File: src/rtl/math_pkg.sv
// math_pkg: shared types and constants for the calculator math blocks
package math_pkg;
  typedef enum logic [1:0] {IDLE, CALC, DONE} div_state_t;
  localparam int MATH_WIDTH = 16;
  localparam logic [MATH_WIDTH-1:0] DIV_ZERO_QUOT = '1;
endpackage

File: src/rtl/math_trial_sub.sv
// math_trial_sub: ripple A + ~B + 1 subtractor returning difference and borrow
module math_trial_sub #(
  parameter int WIDTH = 17
) (
  input  logic [WIDTH-1:0] a_i,
  input  logic [WIDTH-1:0] b_i,
  output logic [WIDTH-1:0] diff_o,
  output logic             borrow_o
);
  logic [WIDTH:0] c;
  assign c[0] = 1'b1;
  for (genvar i = 0; i < WIDTH; i++) begin : g_fa
    logic nb;
    assign nb        = ~b_i[i];
    assign diff_o[i] = a_i[i] ^ nb ^ c[i];
    assign c[i+1]    = (a_i[i] & nb) | (a_i[i] & c[i]) | (nb & c[i]);
  end
  assign borrow_o = ~c[WIDTH];
endmodule

File: src/rtl/math_divider_16bit.sv
// math_divider_16bit: sequential unsigned restoring divider, one quotient bit per clock
module math_divider_16bit
  import math_pkg::*;
#(
  parameter int WIDTH = MATH_WIDTH
) (
  input  logic             clk,
  input  logic             rst_n,
  input  logic             start,
  input  logic [WIDTH-1:0] dividend,
  input  logic [WIDTH-1:0] divisor,
  output logic             busy,
  output logic             done,
  output logic [WIDTH-1:0] quotient,
  output logic [WIDTH-1:0] remainder,
  output logic             div_by_zero
);
  localparam int CW = $clog2(WIDTH);
  div_state_t state_q, state_d;
  logic [WIDTH-1:0] q_q, q_d, d_q, d_d, quot_q, quot_d, rem_q, rem_d;
  logic [WIDTH:0] r_q, r_d, r_shift, diff;
  logic [CW-1:0] cnt_q, cnt_d;
  logic dbz_q, dbz_d, borrow;
  logic unused_rtop;
  // R stays below D after every iteration, so its top bit never feeds the next shift
  assign unused_rtop = r_q[WIDTH];
  assign r_shift = {r_q[WIDTH-1:0], q_q[WIDTH-1]};
  math_trial_sub #(.WIDTH(WIDTH+1)) u_sub (
    .a_i(r_shift),
    .b_i({1'b0, d_q}),
    .diff_o(diff),
    .borrow_o(borrow)
  );
  always_comb begin
    state_d = state_q;
    q_d     = q_q;
    d_d     = d_q;
    r_d     = r_q;
    cnt_d   = cnt_q;
    quot_d  = quot_q;
    rem_d   = rem_q;
    dbz_d   = dbz_q;
    case (state_q)
      IDLE: if (start) begin
        if (divisor != '0) begin
          state_d = CALC;
          q_d     = dividend;
          r_d     = '0;
          d_d     = divisor;
          cnt_d   = '0;
        end else begin
          state_d = DONE;
          quot_d  = WIDTH'($signed(DIV_ZERO_QUOT));
          rem_d   = dividend;
          dbz_d   = 1'b1;
        end
      end
      CALC: begin
        r_d   = borrow ? r_shift : diff;
        q_d   = {q_q[WIDTH-2:0], ~borrow};
        cnt_d = cnt_q + 1'b1;
        if (cnt_q == CW'(WIDTH-1)) begin
          state_d = DONE;
          quot_d  = {q_q[WIDTH-2:0], ~borrow};
          rem_d   = borrow ? r_shift[WIDTH-1:0] : diff[WIDTH-1:0];
          dbz_d   = 1'b0;
        end
      end
      default: state_d = IDLE;
    endcase
  end
  always_ff @(posedge clk or negedge rst_n)
    if (!rst_n) begin
      state_q <= IDLE;
      q_q     <= '0;
      d_q     <= '0;
      r_q     <= '0;
      cnt_q   <= '0;
      quot_q  <= '0;
      rem_q   <= '0;
      dbz_q   <= 1'b0;
    end else begin
      state_q <= state_d;
      q_q     <= q_d;
      d_q     <= d_d;
      r_q     <= r_d;
      cnt_q   <= cnt_d;
      quot_q  <= quot_d;
      rem_q   <= rem_d;
      dbz_q   <= dbz_d;
    end
  assign busy        = state_q == CALC;
  assign done        = state_q == DONE;
  assign quotient    = quot_q;
  assign remainder   = rem_q;
  assign div_by_zero = dbz_q;
endmodule

File: config.mk
export PLATFORM = sky130hd
export DESIGN_NAME = math_divider_16bit
export DESIGN_NICKNAME = d
export VERILOG_FILES = /design/src/rtl/math_pkg.sv /design/src/rtl/math_trial_sub.sv /design/src/rtl/math_divider_16bit.sv
export SDC_FILE = /design/constraint.sdc
export NUM_CORES = 1
export LEC_CHECK = 0
export CAP_MARGIN = 20
export CORE_ASPECT_RATIO = 0.9
export CORE_MARGIN = 2
export CORE_UTILIZATION = 60
export CTS_CLUSTER_DIAMETER = 200
export CTS_CLUSTER_SIZE = 10
export DETAILED_ROUTE_END_ITERATION = 8
export DONT_BUFFER_PORTS = 1
export PLACE_DENSITY = 0.76
export RECOVER_POWER = 100
export SLEW_MARGIN = 20
export SYNTH_ARGS = -nofsm -noshare
export SYNTH_HDL_FRONTEND = slang
export SYNTH_HIERARCHICAL = 1
export SYNTH_SLANG_ARGS = --single-unit
File: constraint.sdc
create_clock -name clk -period 8.8 [get_ports clk]
set_clock_uncertainty 0.2 [all_clocks]
set_input_delay 1.76 -clock clk [delete_from_list [all_inputs] [get_ports clk]]
set_output_delay 1.76 -clock clk [all_outputs]
set_load 0.05 [all_outputs]
==> out/metrics.cfg <==
[critical_path]
rr_endpoint = remainder[7]$_DFFE_PN0P_
worstReg2RegStart = q_q[15]$_DFFE_PN0P_
critPathArrivalTime_ps = 8360
critical_path_class = reg -> reg
end_kind = flop
rrSetupSlack_ps = 420
cp_max_fo = 18
r2r_cells = 22
cp-start-kind = flop
required_ps = 8780

[power]
leakagePower_nw = 2.12
power_w = 0.00207
vdd_drop_max_mv = 0.257
power_density_nw_per_um2 = 471

[clock_network]
cts_resized = 0
cts_tree = done
cts.reportedPaths.clkPinSlew_ps = 90
post_cts_buffers = 0
cts_buffers = 9
cts_buffer_depth = 2
h-tree-depth = 3
holdBufCountCts = 0
clockRootBuffer = clkbuf_8
clock-sinks = 87
insertion_delay_ps = 360

[placement]
dp_cells = 455
dp_hpwl_um = 6000
port_buffers = 0
globalplace.congestion = 0.797

[global_routing]
grt.overflow.total = 0
grt_use_met3_pct = 7.41
grt_max_degree = 88
grt_pass1_wl_um = 14900
use_met1_pct = 32.9
groute.usage.overall_pct = 24.9
antenna_found_initial = 0
grt_pass1_vias = 2954
grt_busiest_layer = met2
use_met2_pct = 39.7

[layout]
fin_cells = 471
area_delta_synth_final_pct = 2.79
drive_gt1_share_pct = 8.20
diodes = 0
layout_commonest_cell = dfrtp_1
final_cell_mix = dfrtp_1, a21oi_1, nand2_1
nets = 426
final_util_pct = 62.9

[yosys]
syn_inst = 383
yosysWarnings = 6
synth_nets = 436
syn_area_um2 = 4270
avgSynthCellArea_um2 = 11.1

[worst_hold_path]
whs_path_depth = 1
hp-start = r_q[15]$_DFFE_PN0P_
hp-class = reg -> reg
whs_endpoint = r_q[15]$_DFFE_PN0P_

[drt]
totalWireLength_um = 8980
viasPerCell = 5.93
wl_per_cell_um = 19.1
detail-route-antenna-nets = 0
drc = 0
drt_iter0_drc = 207
firstDrtPassIters = 4
vias = 2795

[floorplanning]
die_h_um = 84.0
rows = 29
die_x_um = 92.9
ios = 70
core_area_um2 = 6970
start_util_pct = 61.2
die-area_um2 = 7800

[sta]
fin_tns_setup_ps = 0
setup_viol = 0
hold_violations = 0
slew_violations = 78
holdWs_ps = 298
fin_crit_sh_pct = 95.2
fin_crit_ps = 8380
worst_slew_pin_slew_ps = 1950
grt_setup_unrepaired = false
max_freq_ghz = 0.119
relSlewSlack_pct = -29.9

[status]
violations = capacitance limit, slew limit
status = finished with violations

[job]
cap_violations = 3

[state kept, by name, indices dropped and copies added (netlist names)]
name / cells
r_q: 16
div_by_zero: 1
cnt_q: 4
remainder: 16
d_q: 16
q_q: 16
state_q: 2
quotient: 16
[per-layer routing]
layer / vias up / part of all wire (%)
met5: - / 0
met4: 0 / 1.5
met3: 12 / 6.3
met2: 74 / 51
met1: 1437 / 41
li1: 1272 / -
[stage by stage]
stage	instance area, µm²	worst slack (ps)
after floorplan	4270	1050
after global placement	4270	632
after detailed placement	4270	443
after CTS	4450	432
after global routing	4380	110
final	4380	423
[critical path, cell delays in order, from the launching register on]
cell	delay, ps
dfrtp_1	370
inv_1	50
ha_1	200
fa_1	390
fa_1	390
fa_1	390
fa_1	390
fa_1	390
fa_1	380
fa_1	380
fa_1	400
fa_1	400
fa_1	390
fa_1	380
fa_1	400
fa_1	430
fa_1	400
fa_1	390
fa_1	780
mux2i_1	310
nor2_1	100
a21oi_1	180
o22ai_1	110
[worst max path at each step]
stage | start | to | slack, ps
after global routing | q_q[15]$_DFFE_PN0P_ | remainder[9]$_DFFE_PN0P_ | 110
after detailed placement | q_q[15]$_DFFE_PN0P_ | remainder[8]$_DFFE_PN0P_ | 440
after CTS | q_q[15]$_DFFE_PN0P_ | remainder[8]$_DFFE_PN0P_ | 430
after floorplan | q_q[15]$_DFFE_PN0P_ | remainder[11]$_DFFE_PN0P_ | 1050
after global placement | q_q[15]$_DFFE_PN0P_ | remainder[8]$_DFFE_PN0P_ | 630
final | q_q[15]$_DFFE_PN0P_ | remainder[7]$_DFFE_PN0P_ | 420
[layout make-up]
type / count / area (µm²)
Fill cell: 574 / 2580
Multi-Input combinational cell: 239 / 1770
Tap cell: 93 / 116
Inverter: 35 / 133
Clock buffer: 10 / 128
Clock inverter: 6 / 52.6
Sequential cell: 87 / 2180
Timing Repair Buffer: 1 / 3.75
[power breakdown]
part / switching, W / internal (W)
Combinational: 0.000428 / 0.000371
Sequential: 0.000418 / 0.000594
Clock: 0.000150 / 0.000107
Power figures use the tool's default switching activity.
